<file path="src/rtl/aes_uart_regs_fifo.sv">
// AES-UART AXI4-Lite register file with TX/RX byte FIFOs, key banks,
// AES block staging registers, sticky/live status and a maskable interrupt.
module aes_uart_regs_fifo #(
  parameter int ADDR_W    = 32,
  parameter int TX_DEPTH  = 8,
  parameter int RX_DEPTH  = 8,
  parameter int KEY_WORDS = 8,
  parameter int BLK_WORDS = 4
) (
  input  logic                    clk,
  input  logic                    rst,
  input  logic [ADDR_W-1:0]       s_awaddr,
  input  logic                    s_awvalid,
  output logic                    s_awready,
  input  logic [31:0]             s_wdata,
  input  logic [3:0]              s_wstrb,
  input  logic                    s_wvalid,
  output logic                    s_wready,
  output logic [1:0]              s_bresp,
  output logic                    s_bvalid,
  input  logic                    s_bready,
  input  logic [ADDR_W-1:0]       s_araddr,
  input  logic                    s_arvalid,
  output logic                    s_arready,
  output logic [31:0]             s_rdata,
  output logic [1:0]              s_rresp,
  output logic                    s_rvalid,
  input  logic                    s_rready,
  output logic [31:0]             o_cr1,
  output logic [31:0]             o_cr2,
  output logic [31:0]             o_brr,
  output logic [32*KEY_WORDS-1:0] o_ekr,
  output logic [32*KEY_WORDS-1:0] o_dkr,
  output logic                    o_ekey_update,
  output logic                    o_dkey_update,
  output logic [7:0]              m_tdr_tdata,
  output logic                    m_tdr_tvalid,
  input  logic                    m_tdr_tready,
  input  logic [7:0]              s_rdr_tdata,
  input  logic                    s_rdr_tvalid,
  output logic                    s_rdr_tready,
  output logic [32*BLK_WORDS-1:0] m_epr_tdata,
  output logic                    m_epr_tvalid,
  input  logic                    m_epr_tready,
  input  logic [32*BLK_WORDS-1:0] s_dpr_tdata,
  input  logic                    s_dpr_tvalid,
  output logic                    s_dpr_tready,
  input  logic [4:0]              i_evt,
  input  logic                    i_busy,
  output logic                    irq
);

  localparam int TXA = $clog2(TX_DEPTH);
  localparam int RXA = $clog2(RX_DEPTH);
  localparam logic [1:0]  OKAY   = 2'b00;
  localparam logic [1:0]  SLVERR = 2'b10;
  localparam logic [7:0]  A_CR1 = 8'h00, A_CR2 = 8'h04, A_BRR = 8'h08, A_ISR = 8'h0C;
  localparam logic [7:0]  A_ICR = 8'h10, A_RDR = 8'h14, A_TDR = 8'h18, A_IER = 8'h1C;
  localparam logic [7:0]  A_FSR = 8'h20;
  localparam logic [7:0]  A_EKR_LAST = 8'(32'h40 + 4 * (KEY_WORDS - 1));
  localparam logic [7:0]  A_DKR_LAST = 8'(32'h60 + 4 * (KEY_WORDS - 1));
  localparam logic [7:0]  A_EPR_LAST = 8'(32'h80 + 4 * (BLK_WORDS - 1));
  localparam logic [7:0]  A_DPR_LAST = 8'(32'h90 + 4 * (BLK_WORDS - 1));
  // txe, txfe and ere are already true for empty FIFOs / empty EPR
  localparam logic [12:0] ISR_RST = 13'h08C0;

  function automatic logic [31:0] f_bmask(input logic [31:0] old_v, input logic [31:0] new_v,
                                          input logic [3:0] strb);
    logic [31:0] m;
    m = {{8{strb[3]}}, {8{strb[2]}}, {8{strb[1]}}, {8{strb[0]}}};
    return (old_v & ~m) | (new_v & m);
  endfunction

  logic                          r_aw_full, r_w_full, r_bvalid, r_rvalid, r_irq;
  logic [7:0]                    r_awaddr;
  logic [31:0]                   r_wdata, r_rdata, r_cr1, r_cr2, r_brr, r_ier;
  logic [3:0]                    r_wstrb;
  logic [1:0]                    r_bresp, r_rresp;
  logic [12:0]                   r_isr;
  logic [KEY_WORDS-1:0][31:0]    r_ekr, r_dkr;
  logic [BLK_WORDS-1:0][31:0]    r_epr, r_dpr;
  logic                          r_epr_valid, r_dpr_full, r_ekey_upd, r_dkey_upd;
  logic [7:0]                    r_txm [TX_DEPTH];
  logic [7:0]                    r_rxm [RX_DEPTH];
  logic [TXA-1:0]                r_txw, r_txr;
  logic [RXA-1:0]                r_rxw, r_rxr;
  logic [TXA:0]                  r_txc;
  logic [RXA:0]                  r_rxc;

  logic        w_commit, w_ekr_hit, w_dkr_hit, w_epr_hit, w_wok, w_tdr_sel;
  logic        w_tx_push, w_tx_pop, w_tx_ovf, w_tx_full, w_tx_empty, w_epr_wr;
  logic        w_rx_push, w_rx_pop, w_rx_full, w_rx_empty, w_ar_hs, w_dpr_rel;
  logic [1:0]  w_bresp, w_rresp;
  logic [31:0] w_icr_clr, w_rd, w_fsr;
  logic [7:0]  w_roff;
  logic        w_unused_addr;

  assign w_unused_addr = ^{s_awaddr[ADDR_W-1:8], s_araddr[ADDR_W-1:8]};
  assign w_commit   = r_aw_full & r_w_full & ~r_bvalid;
  assign w_tx_full  = (r_txc == (TXA+1)'(TX_DEPTH));
  assign w_tx_empty = (r_txc == '0);
  assign w_rx_full  = (r_rxc == (RXA+1)'(RX_DEPTH));
  assign w_rx_empty = (r_rxc == '0);
  assign w_tx_pop   = ~w_tx_empty & m_tdr_tready;
  assign w_rx_push  = s_rdr_tvalid & ~w_rx_full;
  assign w_roff     = s_araddr[7:0];
  assign w_ar_hs    = s_arvalid & ~r_rvalid;
  assign w_rx_pop   = w_ar_hs & (w_roff == A_RDR) & ~w_rx_empty;
  assign w_dpr_rel  = w_ar_hs & (w_roff == A_DPR_LAST);
  assign w_fsr      = {16'b0, 8'(r_rxc), 8'(r_txc)};

  assign s_awready     = ~r_aw_full;
  assign s_wready      = ~r_w_full;
  assign s_bvalid      = r_bvalid;
  assign s_bresp       = r_bresp;
  assign s_arready     = ~r_rvalid;
  assign s_rvalid      = r_rvalid;
  assign s_rdata       = r_rdata;
  assign s_rresp       = r_rresp;
  assign o_cr1         = r_cr1;
  assign o_cr2         = r_cr2;
  assign o_brr         = r_brr;
  assign o_ekr         = r_ekr;
  assign o_dkr         = r_dkr;
  assign o_ekey_update = r_ekey_upd;
  assign o_dkey_update = r_dkey_upd;
  assign m_tdr_tvalid  = ~w_tx_empty;
  assign m_tdr_tdata   = w_tx_empty ? '0 : r_txm[r_txr];
  assign s_rdr_tready  = ~w_rx_full;
  assign m_epr_tvalid  = r_epr_valid;
  assign m_epr_tdata   = r_epr;
  assign s_dpr_tready  = ~r_dpr_full;
  assign irq           = r_irq;

  // Write decode of the committed AW/W pair: response code and side-effect strobes
  always_comb begin
    w_ekr_hit = 1'b0;
    w_dkr_hit = 1'b0;
    w_epr_hit = 1'b0;
    for (int unsigned i = 0; i < KEY_WORDS; i++) begin
      if (r_awaddr == 8'(32'h40 + 4 * i)) w_ekr_hit = 1'b1;
      if (r_awaddr == 8'(32'h60 + 4 * i)) w_dkr_hit = 1'b1;
    end
    for (int unsigned i = 0; i < BLK_WORDS; i++)
      if (r_awaddr == 8'(32'h80 + 4 * i)) w_epr_hit = 1'b1;
    w_tdr_sel = (r_awaddr == A_TDR) & r_wstrb[0];
    w_tx_ovf  = w_commit & w_tdr_sel & w_tx_full;
    w_tx_push = w_commit & w_tdr_sel & ~w_tx_full;
    w_epr_wr  = w_commit & w_epr_hit & ~r_epr_valid;
    w_icr_clr = (w_commit && r_awaddr == A_ICR) ? f_bmask('0, r_wdata, r_wstrb) : '0;
    w_wok = (r_awaddr == A_CR1) | (r_awaddr == A_CR2) | (r_awaddr == A_BRR) |
            (r_awaddr == A_IER) | (r_awaddr == A_ICR) | w_ekr_hit | w_dkr_hit |
            ((r_awaddr == A_TDR) & ~(r_wstrb[0] & w_tx_full)) |
            (w_epr_hit & ~r_epr_valid);
    w_bresp = w_wok ? OKAY : SLVERR;
  end

  // Independent AW/W holders and the write response
  always_ff @(posedge clk) begin
    if (rst) begin
      r_aw_full <= 1'b0;
      r_w_full  <= 1'b0;
      r_awaddr  <= '0;
      r_wdata   <= '0;
      r_wstrb   <= '0;
      r_bvalid  <= 1'b0;
      r_bresp   <= OKAY;
    end else begin
      if (s_awvalid && !r_aw_full) begin
        r_aw_full <= 1'b1;
        r_awaddr  <= s_awaddr[7:0];
      end else if (w_commit) begin
        r_aw_full <= 1'b0;
      end
      if (s_wvalid && !r_w_full) begin
        r_w_full <= 1'b1;
        r_wdata  <= s_wdata;
        r_wstrb  <= s_wstrb;
      end else if (w_commit) begin
        r_w_full <= 1'b0;
      end
      if (w_commit) begin
        r_bvalid <= 1'b1;
        r_bresp  <= w_bresp;
      end else if (s_bready) begin
        r_bvalid <= 1'b0;
      end
    end
  end

  // RW registers, key banks, EPR staging and key-commit pulses
  always_ff @(posedge clk) begin
    if (rst) begin
      r_cr1       <= '0;
      r_cr2       <= '0;
      r_brr       <= '0;
      r_ier       <= '0;
      r_ekr       <= '0;
      r_dkr       <= '0;
      r_epr       <= '0;
      r_epr_valid <= 1'b0;
      r_ekey_upd  <= 1'b0;
      r_dkey_upd  <= 1'b0;
    end else begin
      r_ekey_upd <= w_commit && r_awaddr == A_EKR_LAST;
      r_dkey_upd <= w_commit && r_awaddr == A_DKR_LAST;
      if (w_commit) begin
        if (r_awaddr == A_CR1) r_cr1 <= f_bmask(r_cr1, r_wdata, r_wstrb);
        if (r_awaddr == A_CR2) r_cr2 <= f_bmask(r_cr2, r_wdata, r_wstrb);
        if (r_awaddr == A_BRR) r_brr <= f_bmask(r_brr, r_wdata, r_wstrb);
        if (r_awaddr == A_IER) r_ier <= f_bmask(r_ier, r_wdata, r_wstrb);
        for (int unsigned i = 0; i < KEY_WORDS; i++) begin
          if (r_awaddr == 8'(32'h40 + 4 * i)) r_ekr[i] <= f_bmask(r_ekr[i], r_wdata, r_wstrb);
          if (r_awaddr == 8'(32'h60 + 4 * i)) r_dkr[i] <= f_bmask(r_dkr[i], r_wdata, r_wstrb);
        end
      end
      for (int unsigned i = 0; i < BLK_WORDS; i++)
        if (w_epr_wr && r_awaddr == 8'(32'h80 + 4 * i)) r_epr[i] <= f_bmask(r_epr[i], r_wdata, r_wstrb);
      if (w_epr_wr && r_awaddr == A_EPR_LAST) r_epr_valid <= 1'b1;
      else if (m_epr_tready)                  r_epr_valid <= 1'b0;
    end
  end

  // DPR capture: one beat fills all words, the last-word read releases it
  always_ff @(posedge clk) begin
    if (rst) begin
      r_dpr      <= '0;
      r_dpr_full <= 1'b0;
    end else if (s_dpr_tvalid && !r_dpr_full) begin
      r_dpr      <= s_dpr_tdata;
      r_dpr_full <= 1'b1;
    end else if (w_dpr_rel) begin
      r_dpr_full <= 1'b0;
    end
  end

  // Read data mux; ICR/TDR and unmapped offsets fall to SLVERR
  always_comb begin
    w_rd    = '0;
    w_rresp = OKAY;
    case (w_roff)
      A_CR1:   w_rd = r_cr1;
      A_CR2:   w_rd = r_cr2;
      A_BRR:   w_rd = r_brr;
      A_ISR:   w_rd = {19'b0, r_isr};
      A_RDR:   w_rd = w_rx_empty ? '0 : {24'b0, r_rxm[r_rxr]};
      A_IER:   w_rd = r_ier;
      A_FSR:   w_rd = w_fsr;
      default: begin
        w_rresp = SLVERR;
        for (int unsigned i = 0; i < KEY_WORDS; i++) begin
          if (w_roff == 8'(32'h40 + 4 * i)) begin w_rd = r_ekr[i]; w_rresp = OKAY; end
          if (w_roff == 8'(32'h60 + 4 * i)) begin w_rd = r_dkr[i]; w_rresp = OKAY; end
        end
        for (int unsigned i = 0; i < BLK_WORDS; i++) begin
          if (w_roff == 8'(32'h80 + 4 * i)) begin w_rd = r_epr[i]; w_rresp = OKAY; end
          if (w_roff == 8'(32'h90 + 4 * i)) begin w_rd = r_dpr[i]; w_rresp = OKAY; end
        end
      end
    endcase
  end

  // Read response register
  always_ff @(posedge clk) begin
    if (rst) begin
      r_rvalid <= 1'b0;
      r_rdata  <= '0;
      r_rresp  <= OKAY;
    end else if (w_ar_hs) begin
      r_rvalid <= 1'b1;
      r_rdata  <= w_rd;
      r_rresp  <= w_rresp;
    end else if (s_rready) begin
      r_rvalid <= 1'b0;
    end
  end

  // Status register (sticky bits: set beats clear) and registered interrupt
  always_ff @(posedge clk) begin
    if (rst) begin
      r_isr <= ISR_RST;
      r_irq <= 1'b0;
    end else begin
      r_isr[4:0] <= (r_isr[4:0] & ~w_icr_clr[4:0]) | i_evt;
      r_isr[5]   <= ~w_rx_empty;
      r_isr[6]   <= ~w_tx_full;
      r_isr[7]   <= w_tx_empty;
      r_isr[8]   <= w_rx_full;
      r_isr[9]   <= (r_isr[9] & ~w_icr_clr[9]) | w_tx_ovf;
      r_isr[10]  <= r_dpr_full;
      r_isr[11]  <= ~r_epr_valid;
      r_isr[12]  <= i_busy;
      r_irq      <= |(r_isr & r_ier[12:0]);
    end
  end

  // TX FIFO storage
  always_ff @(posedge clk) begin
    if (!rst && w_tx_push) r_txm[r_txw] <= r_wdata[7:0];
  end

  // RX FIFO storage
  always_ff @(posedge clk) begin
    if (!rst && w_rx_push) r_rxm[r_rxw] <= s_rdr_tdata;
  end

  // FIFO pointers and levels; push+pop together hold the level
  always_ff @(posedge clk) begin
    if (rst) begin
      r_txw <= '0;
      r_txr <= '0;
      r_txc <= '0;
      r_rxw <= '0;
      r_rxr <= '0;
      r_rxc <= '0;
    end else begin
      if (w_tx_push) r_txw <= r_txw + 1'b1;
      if (w_tx_pop)  r_txr <= r_txr + 1'b1;
      if (w_tx_push && !w_tx_pop)      r_txc <= r_txc + 1'b1;
      else if (!w_tx_push && w_tx_pop) r_txc <= r_txc - 1'b1;
      if (w_rx_push) r_rxw <= r_rxw + 1'b1;
      if (w_rx_pop)  r_rxr <= r_rxr + 1'b1;
      if (w_rx_push && !w_rx_pop)      r_rxc <= r_rxc + 1'b1;
      else if (!w_rx_push && w_rx_pop) r_rxc <= r_rxc - 1'b1;
    end
  end

endmodule

</file>
<file path="config.mk">
export PLATFORM = sky130hd
export DESIGN_NAME = aes_uart_regs_fifo
export DESIGN_NICKNAME = d
export VERILOG_FILES = /design/src/rtl/aes_uart_regs_fifo.sv
export SDC_FILE = /design/constraint.sdc
export NUM_CORES = 2
export LEC_CHECK = 0
export CAP_MARGIN = 10
export CORE_AREA = 2 2 405 407
export CTS_CLUSTER_DIAMETER = 40
export DETAILED_ROUTE_END_ITERATION = 16
export DIE_AREA = 0 0 407 409
export GPL_ROUTABILITY_DRIVEN = 0
export PLACE_DENSITY = 0.55
export SETUP_SLACK_MARGIN = 0.05
export SYNTH_ARGS = -nofsm -noshare
export SYNTH_HDL_FRONTEND = slang
export SYNTH_SLANG_ARGS = --single-unit
</file>
<file path="constraint.sdc">
create_clock -name clk -period 5.94 [get_ports clk]
set_input_delay 1.188 -clock clk [delete_from_list [all_inputs] [get_ports clk]]
set_output_delay 1.188 -clock clk [all_outputs]
set_load 0.05 [all_outputs]
</file>
# [Word-level counts from Yosys, hierarchy flattened]
# Memory sizes are Yosys's and may differ from the RTL's. A register that Yosys moved wholly into a read port is not among the register bits.
# Cells that the tools add are included.
[word_totals] ff_bits=1018 ram_bits=128 in_bits=253 n_memories=2
[mem_list] name="r_rxm" words=8 word_bits=8 rd=1 rd_clocked_by_memory_dff=1 wr=1 line_no="84" rtl="logic [7:0] r_rxm [RX_DEPTH];"
[mem_list] name="r_txm" words=8 word_bits=8 rd=1 rd_clocked_by_memory_dff=1 wr=1 line_no="83" rtl="logic [7:0] r_txm [TX_DEPTH];"
[op_classes] n_addsub=8 eq_ne=57 n_mux=97 n_bitwise=93 n_reduce_logical=58
[op_table] operator="32-bit bitwise AND" n=25
[op_table] operator="32-bit 2-to-1 mux" n=24
[op_table] operator="32-bit OR" n=24
[op_table] operator="8-bit by 7-bit == test with 1-bit output (second input constant)" n=32
[op_table] operator="32-bit case mux with 7 select lines" n=1
[op_table] operator="8-bit == test (second input constant)" n=12
[op_table] operator="2-bit 2-to-1 mux" n=26
[op_table] operator="8-bit by 5-bit == test with 1-bit output (second input constant)" n=5
[op_table] operator="2-bit AND reduction" n=20
[op_table] operator="1-bit 2-to-1 mux" n=35
[op_table] operator="32-bit inverter" n=1
[op_table] operator="8-bit by 4-bit == test with 1-bit output (second input constant)" n=3
[op_table] operator="1-bit bitwise AND" n=18
[op_table] operator="8-bit by 3-bit == test with 1-bit output (second input constant)" n=2
[op_table] operator="1-bit logical AND" n=16
[op_table] operator="8-bit logical NOT" n=2
[op_table] operator="4-bit 2-to-1 mux" n=4
[op_table] operator="8-bit 2-to-1 mux" n=2
[op_table] operator="2-bit nonzero test" n=8
[op_table] operator="13-bit bitwise AND" n=1
[op_table] operator="13-bit OR reduction" n=1
[op_table] operator="3-bit by 1-bit adder with 3-bit output (second input constant)" n=4
[op_table] operator="3-bit 2-to-1 mux" n=4
[op_table] operator="1-bit inverter" n=12
[op_table] operator="12 further kinds" n=31

# [Depth between registers and ports, before layout]
[depth] word_depth=26 depth_mapped=15 depth_no_buf=13

# [Worst setup path after synthesis]
# OpenSTA, ideal clock, no wires.
[synth_path] path_type="input-to-reg" from="in s_araddr[1]" to="reg r_rxc[3]" setup_time_ps=70 arrival_time_ps=3888 path_slack_ps=1981 stages=14 path_buffers=2 path_cell_list="buf_2 > nor4b_2 > buf_2 > nand3b_1 > nor2_1 > inv_1 > ha_1 > inv_1 > ha_1 > a21o_1 > a21oi_1 > xnor2_1 > or3_1 > a21oi_1"
[synth_between] elab_chain_len=6
[synth_rtl] item="from (decl)" line_no="22" rtl="input logic [ADDR_W-1:0] s_araddr,"
[synth_rtl] item="8-bit by 5-bit == test with 1-bit output (*)" line_no="108" rtl="assign w_rx_pop = w_ar_hs & (w_roff == A_RDR) & ~w_rx_empty;"
[synth_rtl] item="1-bit bitwise AND (*) (2 in a row)" line_no="108"
[synth_rtl] item="1-bit logical NOT" line_no="323" rtl="if (w_rx_push && !w_rx_pop) r_rxc <= r_rxc + 1'b1;"
[synth_rtl] item="1-bit logical AND" line_no="323"
[synth_rtl] item="4-bit 2-to-1 mux / 2-bit nonzero test (equally long branches)"
[synth_rtl] item="to (signal assigned)" line_no="323"
[synth_rtl] item="to (signal assigned)" line_no="324" rtl="else if (!w_rx_push && w_rx_pop) r_rxc <= r_rxc - 1'b1;"
[synth_rtl] item="to (decl)" line_no="88" rtl="logic [RXA:0] r_rxc;"
# Every way passes the cells marked *; elsewhere a longest branch is shown, timed or not.
# A chain may end at the register's enable or synchronous reset.

==> results.yml <==
final_layout:
  nFillCells: 16100
  multiInputGateArea_sq_um: 23800
  nets: 7139
  seq_area_sq_um: 24300
  syn2layout_area_growth_pct: 39.8
  drive_above_1_share_pct: 10.7
setup_path:
  end_kind: "output pin"
  start_kind: "register"
  crit_required_ns: 4.75
  critPathMaxFanout: 16
  worstSetupPathType: "register to output pin"
  reg2reg_setup_slack_ns: 2.07
  arrival_ns: 3.58
  worstRegToRegCells: 6
clocking:
  ctsResizeCount: 0
  clk_pin_slew_worst_paths_ns: 0.05
  cts_made_buffers: 195
  htree_levels: 4
  cts.sinks: 1150
  cts_tree: "built"
  clock_path_buffers: 3
  post_cts_buffers: 0
  root_buffer: "clkbuf_16"
  hold_buffers: 0
  clk_latency_ns: 0.86
sta:
  drv_slew: 0
  rsz0062_at_grt: "false"
  skew_ns: 0.0714
  hold_violations: 0
  setup_tns_ns: 0
  whs_ns: 0.456
  max_freq_mhz: 210
  setup_viol: 0
  worst_pin_slew_ns: 1.37
  period_share_pct: 80.3
  slew-limit-headroom_pct: 8.38
  period_needed_ns: 4.77
floorplan:
  die_w_um: 407
  start_util_pct: 30.9
  die_area_sq_um: 166000
  fp-row-count: 148
  core_sq_um: 162000
  ios: 1045
  die_y_um: 409
synthesis:
  yosys.area_share.simple_pct: 17.2
  yosysWarnings: 0
  syn_area_sq_um: 50100
  synth_edf_count: 128
  synth_seq_cells: 1150
  synthAdderAreaFrac_pct: 0.329
  synth_compound_area_share_pct: 22.3
  syn_inst: 5997
  synthXorXnorAreaFrac_pct: 0.262
  synth-seq-area-share_pct: 48.5
  synth_top_family_by_area: "compound AO/OA/AOI/OAI gates"
  synthFlopType: "dfxtp_1"
  synth_area_per_cell_sq_um: 8.36
  netlist-cell-type-count: 87
  muxShareOfSynthArea_pct: 6.74
  async_flop_share_pct: 0
min_path:
  hp-class: "register to register"
  hold_depth: 2
grt:
  grt_usage_pct: 35.5
  antenna_found_initial: 13
  grt_start_max_net_pins: 208
  grt-ovfl-total: 0
  grt_pass1_wl_mm: 415
  grt_pass1_vias: 50300
place:
  post-dp-hpwl_mm: 231
  portBuffers: 994
route:
  drt-vias-per-instance: 5.90
  vias: 54400
  wl_mm: 308
  dr.pass1.iters: 7
  wl_per_cell_um: 33.4
  ant_nets: 0
  drc_errors: 0
  drt-initial-drc-count: 7666
power:
  p_leak_nw: 23.3
  ir_drop_mv: 0.300
  p_per_area_nw_per_um2: 318
flow_run:
  drv_cap: 0
run_status:
  status: "completed"
[kinds of logic after synthesis]
family / after synthesis
adders and majority gates: 12
DFF: 1150
muxes: 295
other: 1
and+or+nand+nor: 2023
AOI/OAI and AO/OA: 1922
buffers and inverters: 579
xor gates and xnor gates: 15
[routing by layer]
| metal | vias up | GRT usage, % | share of wire [%] |
|---|---|---|---|
| met4 | 2 | 20.9 | 7.0 |
| met2 | 3697 | 53.5 | 43 |
| li1 | 23200 | - | - |
| met5 | - | 0 | 0.0036 |
| met3 | 733 | 11.8 | 12 |
| met1 | 26800 | 43.8 | 38 |
[critical path, stage by stage (launching register included)]
cell and delay (ns):
dfxtp_1 1.06, mux4_2 0.40, mux2i_1 0.07, nor2_1 0.26, clkdlybuf4s50_1 0.93
[per-stage QoR]
stage	power [W]	instances	utilization (%)	area (sq um)	setup WS (ns)
2_1_floorplan	0.00919	5998	-	50100	1.98
3_3_place_gp	0.00999	8850	38.8	62800	0.652
3_5_place_dp	0.0100	8852	38.8	62800	0.575
4_1_cts	0.0223	9217	43.3	70100	1.07
5_1_grt	0.0228	9221	43.3	70100	0.965
6_report	0.0223	9221	43.3	70100	1.17
[path summary, 6_finish.rpt]
| path | from | to |
|---|---|---|
| worst min register to register | r_dpr[124]$_SDFFE_PP0P_ | r_dpr[124]$_SDFFE_PP0P_ |
| worst max-delay path | register | m_tdr_tdata[2] |
| worst max register to register | r_awaddr[4]$_SDFFE_PP0P_ | register |
| worst min-delay path | r_dpr[124]$_SDFFE_PP0P_ | r_dpr[124]$_SDFFE_PP0P_ |
[synth_stat cells (11+ instances only)]
master | n | area share (%)
nand2_1 | 1070 | 8.0
dfxtp_1 | 1022 | 41
a21oi_1 | 898 | 9.0
o21ai_0 | 517 | 5.2
nor2_1 | 506 | 3.8
clkbuf_1 | 419 | 3.1
mux2i_1 | 252 | 5.0
nand3_1 | 224 | 2.2
edfxtp_1 | 128 | 7.7
buf_2 | 71 | 0.71
a22oi_1 | 70 | 1.0
a221oi_1 | 68 | 1.2
o22ai_1 | 59 | 0.74
nor3_1 | 48 | 0.48
o221ai_1 | 43 | 0.75
buf_1 | 36 | 0.27
mux4_2 | 33 | 1.5
a31oi_1 | 26 | 0.32
a211oi_1 | 24 | 0.36
a222oi_1 | 24 | 0.48
inv_1 | 24 | 0.18
a221o_1 | 23 | 0.46
nor4_1 | 23 | 0.29
clkbuf_2 | 22 | 0.22
nand2b_1 | 18 | 0.22
o211ai_1 | 18 | 0.27
nor2_4 | 17 | 0.38
nor2b_1 | 17 | 0.21
a2111oi_0 | 16 | 0.28
o2bb2ai_1 | 16 | 0.28
nor2_2 | 15 | 0.19
or3_1 | 14 | 0.17
o31ai_1 | 12 | 0.18
a211o_1 | 11 | 0.19
and3_1 | 11 | 0.14
[layout by cell type (no fill, tap or decap), types with 23 or more instances in the layout]
| master | netlist | layout |
|---|---|---|
| clkdlybuf4s50_1 | 0 | 990 |
| edfxtp_1 | 128 | 128 |
| buf_4 | 6 | 230 |
| dfxtp_2 | 0 | 23 |
| clkinv_2 | 0 | 24 |
| dfxtp_1 | 1022 | 999 |
| nand3_1 | 224 | 224 |
| a221oi_1 | 68 | 68 |
| nor2_2 | 15 | 29 |
| a221o_1 | 23 | 23 |
| nor3_1 | 48 | 46 |
| o22ai_1 | 59 | 56 |
| o221ai_1 | 43 | 43 |
| clkbuf_8 | 0 | 25 |
| mux2i_1 | 252 | 252 |
| a222oi_1 | 24 | 24 |
| bufinv_16 | 0 | 31 |
| a22oi_1 | 70 | 70 |
| nor2_1 | 506 | 491 |
| clkbuf_16 | 0 | 195 |
| o21ai_0 | 517 | 517 |
| mux4_2 | 33 | 33 |
| a211oi_1 | 24 | 24 |
| a31oi_1 | 26 | 26 |
| nand2_1 | 1070 | 1066 |
| inv_1 | 24 | 24 |
| a21oi_1 | 898 | 898 |
[power breakdown]
| group | internal, W | switching, W | total (W) |
|---|---|---|---|
| Sequential | 0.00799 | 0.000271 | 0.00827 |
| Clock | 0.00783 | 0.00460 | 0.0124 |
| Combinational | 0.000538 | 0.00108 | 0.00162 |
[layout make-up]
type,instances,share of cell area [%]
sequential,1150,34.7
multi-input combinational,4269,34.0
timing repair buffer,1234,16.9
clock buffer,232,7.52
tap,2175,3.88
clock inverter,133,2.84
inverter,24,0.129
antenna,4,0.0143
Note: power is estimated with default switching activity, not from simulation.
